==> src/rtl/ce_seq_pkg.sv <==
// Shared types and constants for the pilot-aided channel-estimation sequencer.
// Holds the sequencer state encoding, datapath word widths and the Q2.32 unity weight.
package ce_seq_pkg;

  typedef enum logic [2:0] {
    ST_IDLE  = 3'd0,
    ST_INIT  = 3'd1,
    ST_TRAIN = 3'd2,
    ST_TRACK = 3'd3,
    ST_DRAIN = 3'd4
  } ce_seq_state_t;

  // Datapath word formats: sample width, weight width, weight fraction bits.
  localparam int W_SIG = 40;
  localparam int W_WGT = 34;
  localparam int FRAC  = 32;

  // Weight value the datapath loads into every bank on ce_weight_init.
  localparam logic [W_WGT-1:0] ONE_Q32 = 34'h1_0000_0000;

  // Bank index width; never narrower than one bit.
  function automatic int BANK_W(input int num_banks);
    if (num_banks <= 2) begin
      return 1;
    end else begin
      return $clog2(num_banks);
    end
  endfunction

endpackage

==> src/rtl/ce_seq_pipe_tracker.sv <==
// Valid/last shadow of the fixed-latency CE datapath.
// Each stage advances only when the datapath advances, so the tags stay
// aligned with the samples travelling through the datapath registers.
module ce_seq_pipe_tracker #(
  parameter int PIPE_LAT = 2
) (
  input  logic clk,
  input  logic reset,
  input  logic adv,
  input  logic in_valid,
  input  logic in_last,
  output logic m_valid,
  output logic m_last,
  output logic empty
);

  logic [PIPE_LAT-1:0] valid_r;
  logic [PIPE_LAT-1:0] last_r;

  // Shift the valid/last tags one stage on every datapath advance.
  always_ff @(posedge clk) begin
    if (reset) begin
      valid_r <= {PIPE_LAT{1'b0}};
      last_r  <= {PIPE_LAT{1'b0}};
    end else if (adv) begin
      valid_r[0] <= in_valid;
      last_r[0]  <= in_valid & in_last;
      for (int i = 1; i < PIPE_LAT; i++) begin
        valid_r[i] <= valid_r[i-1];
        last_r[i]  <= last_r[i-1];
      end
    end else begin
      valid_r <= valid_r;
      last_r  <= last_r;
    end
  end

  assign m_valid = valid_r[PIPE_LAT-1];
  assign m_last  = valid_r[PIPE_LAT-1] & last_r[PIPE_LAT-1];
  assign empty   = ~(|valid_r);

endmodule

==> src/rtl/ce_pilot_sequencer.sv <==
// Per-frame sequencer for the pilot-aided channel-estimation datapath.
// Marks each accepted sample as pilot or data, picks its weight bank, pulses
// the weight re-initialisation at frame start and runs the handshake around
// the fixed-latency datapath until the frame has drained.
// Optional build macro CE_SEQ_STATS_EN adds per-frame pilot/stall counters.
module ce_pilot_sequencer
  import ce_seq_pkg::*;
#(
  parameter int NUM_BANKS = 2,
  parameter int CNT_W     = 16,
  parameter int PIPE_LAT  = 2
) (
  input  logic                        clk,
  input  logic                        reset,
  input  logic                        start,
  input  logic [CNT_W-1:0]            cfg_frame_len,
  input  logic [CNT_W-1:0]            cfg_train_len,
  input  logic [CNT_W-1:0]            cfg_pilot_period,
  input  logic                        s_valid,
  output logic                        s_ready,
  output logic                        m_valid,
  input  logic                        m_ready,
  output logic                        m_last,
  output logic                        ce_en,
  output logic                        ce_pilot,
  output logic [BANK_W(NUM_BANKS)-1:0] ce_bank,
  output logic                        ce_weight_init,
  output logic                        busy,
  output logic                        frame_done,
  output logic                        cfg_err
`ifdef CE_SEQ_STATS_EN
  ,
  output logic [CNT_W-1:0]            stat_pilots,
  output logic [CNT_W-1:0]            stat_stalls
`endif
);

  localparam int BW = BANK_W(NUM_BANKS);
  localparam logic [CNT_W-1:0] CNT_ZERO = {CNT_W{1'b0}};
  localparam logic [CNT_W-1:0] CNT_ONE  = {{(CNT_W-1){1'b0}}, 1'b1};
  localparam logic [BW-1:0]    BANK_ONE = {{(BW-1){1'b0}}, 1'b1};

  ce_seq_state_t    state_r;
  ce_seq_state_t    state_nx_s;
  logic [CNT_W-1:0] frame_len_r;
  logic [CNT_W-1:0] train_len_r;
  logic [CNT_W-1:0] period_r;
  logic [CNT_W-1:0] k_r;
  logic [CNT_W-1:0] phase_r;
  logic [BW-1:0]    bank_r;
  logic             cfg_err_r;

  logic in_frame_s;
  logic adv_s;
  logic accept_s;
  logic phase_hit_s;
  logic pilot_s;
  logic is_last_s;
  logic pipe_empty_s;

  assign in_frame_s = (state_r == ST_TRAIN) || (state_r == ST_TRACK);
  assign adv_s      = m_ready | ~m_valid;
  assign s_ready    = in_frame_s & adv_s;
  assign accept_s   = s_valid & s_ready;
  assign is_last_s  = (k_r == (frame_len_r - CNT_ONE));

  // A period of 0 or 1 makes every tracking sample a pilot.
  assign phase_hit_s = (period_r <= CNT_ONE) || (phase_r == (period_r - CNT_ONE));
  assign pilot_s     = (state_r == ST_TRAIN) || ((state_r == ST_TRACK) && phase_hit_s);

  // Pilot flag and bank are presented alongside the sample being offered.
  assign ce_pilot = s_valid & in_frame_s & pilot_s;
  assign ce_bank  = (s_valid && in_frame_s) ? bank_r : {BW{1'b0}};
  assign cfg_err  = cfg_err_r;

  ce_seq_pipe_tracker #(
    .PIPE_LAT (PIPE_LAT)
  ) u_pipe (
    .clk      (clk),
    .reset    (reset),
    .adv      (adv_s),
    .in_valid (accept_s),
    .in_last  (is_last_s),
    .m_valid  (m_valid),
    .m_last   (m_last),
    .empty    (pipe_empty_s)
  );

  // State register.
  always_ff @(posedge clk) begin
    if (reset) begin
      state_r <= ST_IDLE;
    end else begin
      state_r <= state_nx_s;
    end
  end

  // Next-state decode and control outputs; ce_en stays low in IDLE where the pipe is empty.
  always_comb begin
    state_nx_s     = state_r;
    ce_en          = 1'b0;
    ce_weight_init = 1'b0;
    busy           = 1'b0;
    frame_done     = 1'b0;
    case (state_r)
      ST_IDLE: begin
        if (start && (cfg_frame_len != CNT_ZERO)) begin
          state_nx_s = ST_INIT;
        end else begin
          state_nx_s = ST_IDLE;
        end
      end
      ST_INIT: begin
        busy           = 1'b1;
        ce_en          = adv_s;
        ce_weight_init = 1'b1;
        if (train_len_r != CNT_ZERO) begin
          state_nx_s = ST_TRAIN;
        end else begin
          state_nx_s = ST_TRACK;
        end
      end
      ST_TRAIN: begin
        busy  = 1'b1;
        ce_en = adv_s;
        if (accept_s && is_last_s) begin
          state_nx_s = ST_DRAIN;
        end else if (accept_s && (k_r == (train_len_r - CNT_ONE))) begin
          state_nx_s = ST_TRACK;
        end else begin
          state_nx_s = ST_TRAIN;
        end
      end
      ST_TRACK: begin
        busy  = 1'b1;
        ce_en = adv_s;
        if (accept_s && is_last_s) begin
          state_nx_s = ST_DRAIN;
        end else begin
          state_nx_s = ST_TRACK;
        end
      end
      ST_DRAIN: begin
        busy  = 1'b1;
        ce_en = adv_s;
        if (pipe_empty_s) begin
          frame_done = 1'b1;
          state_nx_s = ST_IDLE;
        end else begin
          state_nx_s = ST_DRAIN;
        end
      end
      default: begin
        state_nx_s = ST_IDLE;
      end
    endcase
  end

  // Frame configuration latch plus sample, phase and bank counters.
  always_ff @(posedge clk) begin
    if (reset) begin
      frame_len_r <= CNT_ZERO;
      train_len_r <= CNT_ZERO;
      period_r    <= CNT_ZERO;
      k_r         <= CNT_ZERO;
      phase_r     <= CNT_ZERO;
      bank_r      <= {BW{1'b0}};
    end else begin
      case (state_r)
        ST_IDLE: begin
          if (start && (cfg_frame_len != CNT_ZERO)) begin
            frame_len_r <= cfg_frame_len;
            train_len_r <= cfg_train_len;
            period_r    <= cfg_pilot_period;
          end
        end
        ST_INIT: begin
          k_r     <= CNT_ZERO;
          phase_r <= CNT_ZERO;
          bank_r  <= {BW{1'b0}};
        end
        ST_TRAIN, ST_TRACK: begin
          if (accept_s) begin
            k_r <= k_r + CNT_ONE;
            if (pilot_s) begin
              bank_r <= bank_r + BANK_ONE;
            end
            if (state_r == ST_TRACK) begin
              phase_r <= phase_hit_s ? CNT_ZERO : (phase_r + CNT_ONE);
            end
          end
        end
        default: begin
          k_r <= k_r;
        end
      endcase
    end
  end

  // Rejected start (zero-length frame while idle) gives a one-cycle error pulse.
  always_ff @(posedge clk) begin
    if (reset) begin
      cfg_err_r <= 1'b0;
    end else begin
      cfg_err_r <= (state_r == ST_IDLE) && start && (cfg_frame_len == CNT_ZERO);
    end
  end

`ifdef CE_SEQ_STATS_EN
  logic [CNT_W-1:0] stat_pilots_r;
  logic [CNT_W-1:0] stat_stalls_r;

  // Saturating per-frame counts of accepted pilots and upstream stall cycles.
  always_ff @(posedge clk) begin
    if (reset) begin
      stat_pilots_r <= CNT_ZERO;
      stat_stalls_r <= CNT_ZERO;
    end else if (state_r == ST_INIT) begin
      stat_pilots_r <= CNT_ZERO;
      stat_stalls_r <= CNT_ZERO;
    end else begin
      if (accept_s && pilot_s && (stat_pilots_r != {CNT_W{1'b1}})) begin
        stat_pilots_r <= stat_pilots_r + CNT_ONE;
      end
      if (in_frame_s && s_valid && !s_ready && (stat_stalls_r != {CNT_W{1'b1}})) begin
        stat_stalls_r <= stat_stalls_r + CNT_ONE;
      end
    end
  end

  assign stat_pilots = stat_pilots_r;
  assign stat_stalls = stat_stalls_r;
`else
  // Statistics counters are not built in this configuration.
`endif

endmodule

==> config.mk <==
export PLATFORM = sky130hd
export DESIGN_NAME = ce_pilot_sequencer
export DESIGN_NICKNAME = d
export VERILOG_FILES = /design/src/rtl/ce_seq_pkg.sv /design/src/rtl/ce_seq_pipe_tracker.sv /design/src/rtl/ce_pilot_sequencer.sv
export SDC_FILE = /design/constraint.sdc
export NUM_CORES = 1
export LEC_CHECK = 0
export BUFFER_PORTS_ARGS = -buffer_cell sky130_fd_sc_hd__buf_2
export CORE_ASPECT_RATIO = 0.6
export CORE_MARGIN = 2
export CORE_UTILIZATION = 55
export CTS_BUF_LIST = sky130_fd_sc_hd__clkbuf_2
export DETAILED_ROUTE_END_ITERATION = 12
export GPL_ROUTABILITY_DRIVEN = 0
export GPL_TIMING_DRIVEN = 1
export PLACE_DENSITY = 0.79
export SLEW_MARGIN = 20
export SYNTH_ARGS = -nofsm -noshare
export SYNTH_HDL_FRONTEND = slang
export SYNTH_SLANG_ARGS = --single-unit
==> constraint.sdc <==
create_clock -name clk -period 3.1 [get_ports clk]
set_input_delay 0.465 -clock clk [delete_from_list [all_inputs] [get_ports clk]]
set_output_delay 0.465 -clock clk [all_outputs]
set_load 0.01 [all_outputs]
[Word-level counts from Yosys, hierarchy flattened]
Index checks and enable logic that the tools add are counted.
Storage, ports and cells
  output and inout port bits: 10
  bits of input ports: 53
  register bits after elaboration: 89
Operators by class
  add/subtract/negate cells: 6
  multiplexer cells: 22
  equality and inequality tests: 10
  reductions and logical operators: 22
  bitwise gates (word level): 8
  magnitude comparators: 1
Operator list (number)
  16-bit two-way mux: 4
  16-bit one-hot mux with 2 select lines: 2
  16-bit equality test: 3
  16-bit by 1-bit subtractor with 16-bit output (second input constant): 3
  16-bit by 1-bit adder with 16-bit output (second input constant): 2
  16-bit nonzero test: 2
  16-bit by 1-bit less-or-equal comparator with 1-bit output (second input constant): 1
  16-bit logical NOT: 1
  3-bit one-hot mux with 5 select lines: 1
  1-bit two-way mux: 11
  3-bit two-way mux: 3
  1-bit logical AND: 7
  1-bit bitwise AND: 6
  3-bit by 2-bit equality test with 1-bit output (second input constant): 2
  2-bit != test (second input constant): 3
  3-bit AND reduction: 2
  2-bit AND reduction: 2
  2-bit OR reduction: 2
  4-bit OR reduction: 1
  3-bit by 1-bit equality test with 1-bit output (second input constant): 1
  3-bit equality test (second input constant): 1
  3-bit logical NOT: 1
  1-bit logical OR: 3
  1-bit one-hot mux with 2 select lines: 1
  other kinds (4): 4

[Longest topological paths before layout]
Gate-level depths: netlist of the first run.
  depth after elaboration: 8
  depth in mapped cells: 11

[By module]
A second synthesis of the first run with hierarchy kept.
Second synthesis, totals
  cell total of the unflattened synthesis: 716
  area, all modules: 5321.4 um2
By module, submodules not included
  ce_pilot_sequencer: area each 5165.0 um2, cells each 700, instances 1
  ce_seq_pipe_tracker: area each 156.4 um2, cells each 16, instances 1

[Least setup slack after synthesis of the first run]
OpenSTA, ideal clock, no wires.
  path kind: reg-to-output
  start: register period_r[0]
  end: output port ce_pilot
  required time: 2635 ps
  data arrival time: 2609 ps
  buffers on the path: 2
  stages on the path, launching flop included: 11
  setup slack: 26 ps
  cells stage by stage: dfxtp_1 -> inv_1 -> ha_1 -> or4b_1 -> clkbuf_1 -> o41ai_2 -> o32ai_1 -> a2111oi_1 -> nand4_1 -> buf_2 -> a31oi_1
Between the ends
  word-level cells in the longest chain between the ends: 6
  elaborated cells between the ends (all ways): 7
Ends and longest elaborated chain
  start: declaration: line ce_pilot_sequencer.sv:47  | logic [CNT_W-1:0] period_r;
  start signal: assignment: line ce_pilot_sequencer.sv:174  | period_r <= cfg_pilot_period;
  16-bit by 1-bit subtractor with 16-bit output: line ce_pilot_sequencer.sv:68  | assign phase_hit_s = (period_r <= CNT_ONE) || (phase_r == (period_r - CNT_ONE));
  16-bit equality test: line ce_pilot_sequencer.sv:68
  1-bit logical OR *: line ce_pilot_sequencer.sv:68
  1-bit logical AND *: line ce_pilot_sequencer.sv:69  | assign pilot_s = (state_r == ST_TRAIN) || ((state_r == ST_TRACK) && phase_hit_s);
  1-bit logical OR *: line ce_pilot_sequencer.sv:69
  1-bit bitwise AND *: line ce_pilot_sequencer.sv:72  | assign ce_pilot = s_valid & in_frame_s & pilot_s;
  end: declaration: line ce_pilot_sequencer.sv:25  | output logic ce_pilot,
Every way passes the cells marked *; elsewhere a longest branch is shown, timed or not.

[Worst setup path after layout of the first run]
  start: register period_r[7]
  end: output port ce_pilot
The elaborated chain is that of the path after synthesis.

==> results of run 1 <==
==> logic make-up after synthesis <==
logic type               count (synthesis)
AO/OA/AOI/OAI                          159
buffers and inverters                   77
AND/OR/NAND/NOR                        343
XOR/XNOR                                69
adder cells (fa/ha/maj)                  6
multiplexers                             9
flip-flops                              89
==> final cells by class <==
| type | count | area, sq um | area share [%] |
|---|---|---|---|
| Clock buffer | 9 | 45.0 | 0.712 |
| Clock inverter | 7 | 95.1 | 1.50 |
| Tap cell | 135 | 169 | 2.67 |
| Sequential cell | 89 | 1790 | 28.2 |
| Multi-Input combinational cell | 586 | 3580 | 56.6 |
| Timing Repair Buffer | 95 | 562 | 8.88 |
| Inverter | 23 | 86.3 | 1.36 |
==> critical path: stages (launching register included) <==
cell       delay, ps
dfxtp_1          380
or4_4            610
o41ai_4          370
o32ai_2          150
a2111oi_2        300
nand4_1          210
a31oi_1          230
buf_2            160
==> repair_timing <==
item                                   CTS  global route
resized for setup                       10            10
setup buffers                            3             1
endpoints found under the hold margin    0             0
setup endpoints to repair                2             2
hold buffers                             0             0
pin swaps                                8             2
==> cells in the final DEF (no fill, tap or decap), types with 9 or more instances in the layout <==
master / instances
a31oi_1: 28
a21oi_1: 61
nor3_1: 15
xnor2_1: 35
inv_1: 21
nand4_1: 22
clkbuf_2: 9
buf_4: 32
and3_1: 12
buf_2: 62
nor4_1: 13
nor2_1: 50
dfxtp_1: 85
nand3_1: 27
nand2_1: 132
o21ai_0: 17
xor2_1: 34
or3_1: 10
==> layer usage <==
layer	vias up	part of all wire, %	wire length (um)	global-route usage [%]
met1	2669	47	7730	44.7
met2	315	39	6480	44.1
met3	29	12	2010	8.52
met4	0	1.3	210	6.81
li1	2781	-	-	-
met5	-	0	0	0
==> worst min path at each step <==
stage | startpoint | end | slack (ps) | cells past startpoint
after floorplan | u_pipe.last_r[0]$_SDFFE_PP0N_ | u_pipe.last_r[0]$_SDFFE_PP0N_ | 440 | 2
after global placement | u_pipe.last_r[0]$_SDFFE_PP0N_ | u_pipe.last_r[0]$_SDFFE_PP0N_ | 450 | 2
after detailed placement | u_pipe.last_r[0]$_SDFFE_PP0N_ | u_pipe.last_r[0]$_SDFFE_PP0N_ | 460 | 2
after CTS | cfg_train_len[4] | train_len_r[4]$_SDFFE_PP0P_ | 40 | 3
after global routing | cfg_train_len[1] | train_len_r[1]$_SDFFE_PP0P_ | 50 | 3
final | cfg_train_len[4] | train_len_r[4]$_SDFFE_PP0P_ | 60 | 3
==> power by group through the flow <==
stage | Combinational [W] | Clock [W] | Sequential [W]
6_report | 0.000821 | 0.000682 | 0.00128
5_1_grt | 0.000899 | 0.000730 | 0.00129
4_1_cts | 0.000783 | 0.000691 | 0.00128
3_5_place_dp | 0.000753 | 0 | 0.00130
3_3_place_gp | 0.000724 | 0 | 0.00129
2_1_floorplan | 0.000556 | 0 | 0.00127
==> sequential cells by signal (all words and copies together) (netlist names) <==
register        cells
bank_r              1
cfg_err             1
frame_len_r        16
k_r                16
period_r           16
phase_r            16
state_r             3
train_len_r        16
u_pipe.last_r       2
u_pipe.valid_r      2
==> per-stage QoR <==
stage,total power (W),cells
6_report,0.00279,944
5_1_grt,0.00292,944
4_1_cts,0.00275,943
3_5_place_dp,0.00205,924
3_3_place_gp,0.00202,924
2_1_floorplan,0.00182,752
==> key figures, run 1 <==
Yosys
  • Yosys top cell by area: dfxtp_1
  • Most used flip-flop cell after synthesis: dfxtp_1
  • Most common cell in the synthesized netlist: nand2_1
  • Top-area cell type share of the netlist area: approximately a third
  • Seq/Total Area, Yosys: 32.0%
  • Synth top cells by count: nand2_1, dfxtp_1, a21oi_1, nor2_1, clkbuf_1
  • Seq cells post-synth: 89
  • Synthesis Warnings: 0
  • Post-synthesis xor/xnor area fraction: a little over a tenth
  • Synth Area in Compound Gates: roughly 18%
  • Mux contribution to synthesized area: under 10%
  • Mapped cell area: between 5000 and 6000 sq um
  • Avg Cell Area, Syn: 7.41 sq um
  • Syn Nets: ~800
  • Number of synthesized flops with an enable pin: 0
  • Cells after Synth: approximately 750
  • Post-synth ARST share: 0%
  • Adder-cell share of the synthesized area: under 10%
  • Library cells used by synthesis: 66
  • Largest family of logic cells by synthesized area: simple AND/OR/NAND/NOR gates
  • Largest cells by area after synthesis: dfxtp_1, nand2_1, xnor2_1
  • Synth Area in Simple Gates: between 30% and 40%

Route
  • Post-route DRC: 0
  • Via Count: around 5,800
  • WL per Instance: approximately 17 um
  • Antenna-violating nets left: 0
  • Iteration count of the initial detailed-routing pass: 6
  • Detailed Route WL: between 15,000 and 20,000 um
  • 1st-iter DRT viols: just over 600
  • Vias per inst: between 6 and 7

STA
  • Fmax: 291 MHz
  • Setup_tns: -336 ps
  • Final critical-path share of the clock period: 111%
  • Final setup fails: 1
  • Final hold violations: 0
  • Slew headroom: between 30% and 40%
  • Max Clock Skew: 38.7 ps
  • Min Hold Slack: around 61 ps
  • Worst Tran Pin Value: 1010 ps
  • Final slew viol count: 0
  • Clock period minus worst slack: between 3000 and 4000 ps
  • RSZ-0062 raised after global routing: yes
  • Setup WS post-layout: -336 ps

Floorplanning
  • Die width: 134 um
  • Starting density of the core: between 50% and 60%
  • Die area: approximately 11,000 sq um
  • Die Ht: slightly above 80 um
  • I/O pins: between 60 and 70
  • Rows: 28
  • Core outline area: 9840 sq um

Finish
  • Share of layout cells above drive strength 1: roughly 17%
  • Fill count: roughly 850
  • Area Overhead vs Synth: 13.5%
  • Final instance area: around 6300 sq um
  • Diodes inserted: 0
  • Nets@finish: roughly 860
  • Finished Core Util: 64.2%

CTS
  • Sink Count: a little under 90
  • Root Buffer: clkbuf_2
  • Max clock buf depth: 2
  • Worst-path clk slew: 270 ps
  • H-tree Lvls: 3
  • Clk_lat worst skew: just under 600 ps
  • TritonCTS clock tree: built
  • TritonCTS buffer count: 9

Worst setup path
  • Crit path DAT: just under 3000 ps
  • Crit path kind: reg2out
  • CP endpoint: ce_pilot
  • Crit end category: output pin
  • Reg2reg end: bank_r$_SDFFE_PP0P_
  • Reg2reg setup slack: 160 ps
  • RR Startpoint: period_r[7]$_SDFFE_PP0P_
  • Critical path startpoint: period_r[7]$_SDFFE_PP0P_
  • R2R depth: 8
  • Worst EP required: ~2600 ps
  • Crit path max fanout: 4
  • Worst Setup Start Kind: register

Pwr
  • P_int: between 0.0015 and 0.002 W
  • Combinational group share of total power: 29.5%
  • Sw frac: between 30% and 40%
  • P_sw: 0.000967 W
  • Clk pwr share: around 25%
  • PD cells: about 440 nW/um^2
  • Flop pwr share: roughly 46%
  • Leakage: 2.46 nW
  • Max VDD drop: ~0.27 mV

Worst hold path
  • Min-delay worst type: in2reg

Flow run
  • Max-Cap Viols: 0

Run status
  • Failing checks: setup timing
  • Outcome: finished with violations

Global routing
  • Global-route wire length before repair: roughly 26,000 um
  • Gr ovfl total: 0
  • Vias in the first global route: roughly 5,200
  • Total Routing Usage GR: 30.5%
  • Pin count of the biggest net entering global routing: 63
  • Initial antenna violation count: 0

Place
  • Pre-CTS setup slack: -95.1 ps
  • Number of port buffers: 62
  • Post-DP HPWL: 12,300 um
  • Placed Area: 6060 sq um
Note: power is estimated with default switching activity, not from simulation.
==> run 2: changes to the inputs <==
--- a/config.mk
+++ b/config.mk
@@ -7,7 +7,6 @@
 export LEC_CHECK = 0
 export BUFFER_PORTS_ARGS = -buffer_cell sky130_fd_sc_hd__buf_2
 export CORE_ASPECT_RATIO = 0.6
-export CORE_MARGIN = 2
 export CORE_UTILIZATION = 55
 export CTS_BUF_LIST = sky130_fd_sc_hd__clkbuf_2
 export DETAILED_ROUTE_END_ITERATION = 12
==> run 2 against run 1 <==
Effect of this change: the flow still finishes with violations (setup timing); non-clock buffer count fell by 3; wire length fell by 0.59%; final area fell by 1.1%; clock skew fell by 16 ps; critical path type unchanged; critical endpoint unchanged; largest cell class unchanged; largest power group unchanged.
==> key figures, run 2 (synthesis results as in run 1) <==
Run status
  • Outcome: finished with violations (unchanged)
  • Failing checks: setup timing (unchanged)

Worst setup path
  • Crit end category: output pin (unchanged)
  • Worst Setup Start Kind: register (unchanged)
  • Crit path DAT: 2970 ps (about the same)
  • Crit path max fanout: 8 (was 4)
  • Worst EP required: 2630 ps (about the same)
  • Crit path kind: reg2out (unchanged)

Floorplanning
  • Starting density of the core: 56.6% (unchanged)
  • Die width: 132 um (was 134 um)
  • Rows: 28 (unchanged)
  • Core outline area: 9840 sq um (unchanged)
  • I/O pins: 63 (unchanged)
  • Die area: 10,600 sq um (was 11,000 sq um)
  • Die Ht: 80.0 um (was 82.0 um)

STA
  • Setup WS post-layout: -338 ps (was -336 ps)
  • Fmax: 291 MHz (about the same)
  • Slew headroom: 52.1% (was 31.9%)
  • Worst Tran Pin Value: 715 ps (was 1010 ps)
  • RSZ-0062 raised after global routing: yes (unchanged)
  • Final setup fails: 1 (unchanged)
  • Final slew viol count: 0 (unchanged)
  • Final hold violations: 0 (unchanged)
  • Clock period minus worst slack: 3440 ps (about the same)
  • Final critical-path share of the clock period: 111% (about the same)
  • Max Clock Skew: 22.3 ps (was 38.7 ps)

Pwr
  • Leakage: 2.42 nW (was 2.46 nW)
  • Max VDD drop: 0.246 mV (was 0.268 mV)
  • PD cells: 441 nW/um^2 (about the same)

Finish
  • Fill count: 898 (was 853)
  • Commonest cells after routing, fill and taps aside: nand2_1, dfxtp_1, buf_2, a21oi_1, nor2_1 (unchanged)
  • Diodes inserted: 0 (unchanged)
  • Area Overhead vs Synth: 12.2% (was 13.5%)
  • Commonest non-fill, non-tap cell in the layout: nand2_1 (unchanged)
  • Finished Core Util: 63.5% (was 64.2%)
  • Nets@finish: 860 (was 863)
  • Share of layout cells above drive strength 1: 15.4% (was 16.9%)
  • Final instance area: 6250 sq um (was 6320 sq um)

CTS
  • Clk_lat worst skew: 580 ps (was 590 ps)
  • Sink Count: 89 (unchanged)
  • H-tree Lvls: 3 (unchanged)
  • TritonCTS buffer count: 9 (unchanged)
  • TritonCTS clock tree: built (unchanged)
  • Max clock buf depth: 2 (unchanged)
  • Root Buffer: clkbuf_2 (unchanged)
  • Worst-path clk slew: 250 ps (was 270 ps)
  • Hold_buf cts: 0 (unchanged)

Route
  • 1st-iter DRT viols: 796 (was 605)
  • Post-route DRC: 0 (unchanged)
  • Detailed Route WL: 16,300 um (was 16,400 um)
  • Vias per inst: 6.19 (was 6.14)
  • Via Count: 5,816 (was 5,794)
  • Iteration count of the initial detailed-routing pass: 7 (was 6)
  • Antenna-violating nets left: 0 (unchanged)
  • WL per Instance: 17.4 um (about the same)

Global routing
  • Total Routing Usage GR: 31.4% (was 30.5%)
  • Pin count of the biggest net entering global routing: 39 (was 63)
  • Gr ovfl total: 0 (unchanged)
  • Global-route wire length before repair: 26,000 um (was 26,300 um)
  • Vias in the first global route: 5,205 (was 5,230)
  • Initial antenna violation count: 0 (unchanged)

Place
  • Number of port buffers: 62 (unchanged)
  • Placed Area: 6050 sq um (was 6060 sq um)
  • Post-DP HPWL: 12,200 um (was 12,300 um)

Flow run
  • Max-Cap Viols: 0 (unchanged)

Worst hold path
  • Min-delay worst type: in2reg (unchanged)
-- run 2: cell count changes in the layout (fill, tap and decap cells not counted), moves of 2 or more --
cell      before  now
buf_4         32   30
clkinv_1       0    2
dfxtp_1       85   87
dfxtp_2        4    1
clkinv_2       2    0
-- run 2: area by class of cell --
type                    instances  area (sq um)  area share, %
clock buffers                   9          45.0          0.720
clock inverters                 6          83.8           1.34
inverters                      23          86.3           1.38
multi-input cells             586          3550           56.7
flip-flops and latches         89          1790           28.6
well taps                     135           169           2.70
repair buffers                 92           536           8.57
-- run 2: what timing repair did --
action,4_1_cts,5_1_grt
pin swaps,7,2
endpoints found under the setup margin,2,2
setup buffers,3,0
gates resized for setup,9,2
cloned,0,0
-- run 2: critical path, cell delays in order (launching register included) --
cell     delay (ps)
dfxtp_1         550
or3b_2          470
or4_1           490
and4_1          180
a31oi_1         150
nand4_1         170
a31oi_1         230
buf_2           160
-- run 2: through the flow --
| step | std cells | TNS (ps) | setup slack, ps | hold slack, ps | total power (W) |
|---|---|---|---|---|---|
| 2_1_floorplan | 752 | 0 | 25.9 | 436 | 0.00182 |
| 3_3_place_gp | 922 | 0 | 92.7 | 450 | 0.00202 |
| 3_5_place_dp | 922 | -66.5 | -66.5 | 463 | 0.00205 |
| 4_1_cts | 940 | -348 | -348 | 61.7 | 0.00273 |
| 5_1_grt | 940 | -556 | -540 | 38.9 | 0.00290 |
| 6_report | 940 | -338 | -338 | 86.8 | 0.00276 |
-- run 2: power by group --
group | switching [W] | leakage [nW] | internal, W
combinational | 0.000461 | 1.62 | 0.000346
clock | 0.000409 | 0.0731 | 0.000258
sequential | 0.0000826 | 0.726 | 0.00120
-- run 2: worst paths after layout --
check / start / endpoint / slack (ps) / depth (start not counted)
hold / removal: cfg_pilot_period[10] / period_r[10]$_SDFFE_PP0P_ / 90 / 3
setup / recovery: phase_r[6]$_SDFFE_PP0P_ / ce_pilot / -340 / 7
hold reg to reg: u_pipe.last_r[0]$_SDFFE_PP0N_ / u_pipe.last_r[0]$_SDFFE_PP0N_ / 490 / 2
setup reg to reg: phase_r[6]$_SDFFE_PP0P_ / bank_r$_SDFFE_PP0P_ / 140 / 8
-- run 2: per-layer routing --
layer | up-vias | GRT usage [%] | wire length, um | share of wire, %
li1 | 2777 | - | - | -
met2 | 318 | 45.2 | 6400 | 39
met3 | 36 | 7.24 | 1840 | 11
met5 | - | 0 | 0 | 0
met4 | 0 | 8.02 | 254 | 1.6
met1 | 2685 | 46.3 | 7850 | 48
==> run 3: changes to the inputs <==
==> constraint.sdc (replaced) <==
create_clock -name clk -period 3.12 [get_ports clk]
set_input_delay 0.468 -clock clk [delete_from_list [all_inputs] [get_ports clk]]
set_output_delay 0.468 -clock clk [all_outputs]
set_load 0.01 [all_outputs]
==> run 3 against run 2 <==
Effect of this change: the flow still finishes with violations (setup timing); clock skew up 14 ps; critical path depth grew 1; cell count grew 0.43%; largest power group unchanged; final area is 0.58% higher; die area did not move; core utilization up 0.37 points.
==> key figures, run 3 (synthesis results as in run 1) <==
Run status
  • Outcome: finished with violations (unchanged)
  • Failing checks: setup timing (unchanged)

CTS
  • Max clock buf depth: 2 (unchanged)
  • TritonCTS clock tree: built (unchanged)
  • Root Buffer: clkbuf_2 (unchanged)
  • H-tree Lvls: 3 (unchanged)
  • Clk_lat worst skew: 600 ps (was 580 ps)
  • Hold_buf cts: 0 (unchanged)
  • TritonCTS buffer count: 9 (unchanged)
  • Sink Count: 89 (unchanged)
  • Worst-path clk slew: 270 ps (was 250 ps)

Finish
  • Sequential cell area: 1790 sq um (unchanged)
  • Diodes inserted: 0 (unchanged)
  • Nets@finish: 863 (was 860)
  • Area occupied by multi-input gates: 3550 sq um (unchanged)
  • Fill count: 889 (was 898)
  • Final Non-Filler Cells: 944 (was 940)
  • Commonest non-fill, non-tap cell in the layout: nand2_1 (unchanged)
  • Commonest cells after routing, fill and taps aside: nand2_1, dfxtp_1, buf_2, a21oi_1, nor2_1 (unchanged)
  • Share of layout cells above drive strength 1: 16.3% (was 15.4%)
  • Area Overhead vs Synth: 12.8% (was 12.2%)

Global routing
  • Initial antenna violation count: 0 (unchanged)
  • Global-route wire length before repair: 25,900 um (was 26,000 um)
  • Gr ovfl total: 0 (unchanged)
  • Pin count of the biggest net entering global routing: 48 (was 39)
  • Total Routing Usage GR: 31.5% (was 31.4%)
  • Vias in the first global route: 5,104 (was 5,205)

Worst setup path
  • Crit path max fanout: 9 (was 8)
  • Crit path kind: reg2out (unchanged)
  • Crit path DAT: 3100 ps (was 2970 ps)
  • Worst EP required: 2650 ps (was 2630 ps)
  • Worst Setup Start Kind: register (unchanged)
  • Reg2reg end: bank_r$_SDFFE_PP0P_ (unchanged)
  • RR Startpoint: period_r[2]$_SDFFE_PP0P_ (was phase_r[6]$_SDFFE_PP0P_)
  • Reg2reg setup slack: -20 ps (was 140 ps)
  • Crit end category: output pin (unchanged)
  • R2R depth: 11 (was 8)

Route
  • Via Count: 5,883 (was 5,816)
  • Antenna-violating nets left: 0 (unchanged)
  • 1st-iter DRT viols: 776 (was 796)
  • Iteration count of the initial detailed-routing pass: 5 (was 7)
  • Post-route DRC: 0 (unchanged)
  • Detailed Route WL: 16,200 um (was 16,300 um)
  • WL per Instance: 17.2 um (was 17.4 um)
  • Vias per inst: 6.23 (was 6.19)

STA
  • Worst Tran Pin Value: 1070 ps (was 715 ps)
  • Setup_tns: -467 ps (was -338 ps)
  • Final hold violations: 0 (unchanged)
  • RSZ-0062 raised after global routing: yes (unchanged)
  • Max Clock Skew: 36.3 ps (was 22.3 ps)
  • Final critical-path share of the clock period: 114%
  • Slew headroom: 28.3% (was 52.1%)
  • Final slew viol count: 0 (unchanged)
  • Fmax: approximately 280 MHz
  • Clock period minus worst slack: roughly 3600 ps
  • Setup WS post-layout: -449 ps (was -338 ps)
  • Final setup fails: 2 (was 1)

Pwr
  • Leakage: 2.44 nW (was 2.42 nW)
  • Max VDD drop: 0.276 mV (was 0.246 mV)
  • PD cells: 437 nW/um^2 (was 441 nW/um^2)

Place
  • Number of port buffers: 62 (unchanged)
  • Post-DP HPWL: 12,000 um (was 12,200 um)
  • Post-placement cell count: 922 (unchanged)

Floorplanning
  • Die width: 132 um (unchanged)
  • Die Ht: 80.0 um (unchanged)
  • Starting density of the core: 56.6% (unchanged)
  • Core outline area: 9840 sq um (unchanged)
  • Die area: 10,600 sq um (unchanged)
  • I/O pins: 63 (unchanged)
  • Rows: 28 (unchanged)

Flow run
  • Max-Cap Viols: 0 (unchanged)

Worst hold path
  • Hold Path Stages: 3 (unchanged)
  • Min-delay worst type: in2reg (unchanged)
  • WHS Endpoint: train_len_r[3]$_SDFFE_PP0P_ (was period_r[10]$_SDFFE_PP0P_)
  • Min-delay src: cfg_train_len[3] (was cfg_pilot_period[10])
[run 3: changes by cell type in the layout (fill, tap and decap cells not counted), moves of 2 or more]
| cell | previous run | this run |
|---|---|---|
| dfxtp_2 | 1 | 4 |
| buf_4 | 30 | 32 |
| dfxtp_1 | 87 | 85 |
| nor3_1 | 14 | 16 |
| nor3_2 | 4 | 2 |
[run 3: critical path, stage by stage (launching register included)]
cell and delay [ps]:
dfxtp_1 380, buf_4 170, nor3_1 580, nand4_1 220, xnor2_1 190, nor4_1 320, nand4_1 250, a31oi_1 250
buf_2 160
[run 3: per-stage QoR]
step | cell area, sq um | setup WS, ps | hold WS (ps) | utilization, % | total power [W]
after CTS | 6240 | -350 | 39.1 | 63.4 | 0.00272
after detailed placement | 6050 | 0.798 | 457 | 61.4 | 0.00203
after floorplan | 5570 | 42.9 | 436 | - | 0.00181
after global placement | 6050 | 168 | 454 | 61.4 | 0.00201
final | 6290 | -449 | 65.3 | 63.9 | 0.00275
after global routing | 6290 | -557 | 12.4 | 63.9 | 0.00289
[run 3: cell type report]
type | instances | area share [%]
Timing Repair Buffer | 95 | 8.93
Sequential cell | 89 | 28.4
Clock buffer | 9 | 0.716
Tap cell | 135 | 2.69
Inverter | 23 | 1.37
Multi-Input combinational cell | 586 | 56.4
Clock inverter | 7 | 1.49
[run 3: worst max-delay path by stage]
stage / from / end / cells after the start
2_1_floorplan: period_r[0]$_SDFFE_PP0P_ / ce_pilot / 10
3_3_place_gp: period_r[1]$_SDFFE_PP0P_ / bank_r$_SDFFE_PP0P_ / 10
3_5_place_dp: period_r[1]$_SDFFE_PP0P_ / bank_r$_SDFFE_PP0P_ / 10
4_1_cts: period_r[7]$_SDFFE_PP0P_ / ce_pilot / 7
5_1_grt: period_r[0]$_SDFFE_PP0P_ / ce_pilot / 9
6_report: period_r[2]$_SDFFE_PP0P_ / ce_pilot / 8
[run 3: per-layer routing]
metal | track usage (%) | share of wire [%] | vias up
met2 | 44.1 | 39 | 352
met5 | 0 | 0 | -
met1 | 46.7 | 47 | 2721
met3 | 7.87 | 13 | 30
met4 | 8.60 | 1.7 | 0
li1 | - | - | 2780
[run 3: timing repair]
action                                  4_1_cts  5_1_grt
endpoints found under the setup margin        2        2
resized for setup                            11        5
buffers inserted                              3        3
pin swaps                                     8        3
[run 3: power by group]
group / switching [W] / leakage [nW] / internal, W
combinational: 0.000452 / 1.63 / 0.000338
sequential: 0.0000826 / 0.726 / 0.00119
clock: 0.000419 / 0.0799 / 0.000265
total: 0.000954 / 2.44 / 0.00179
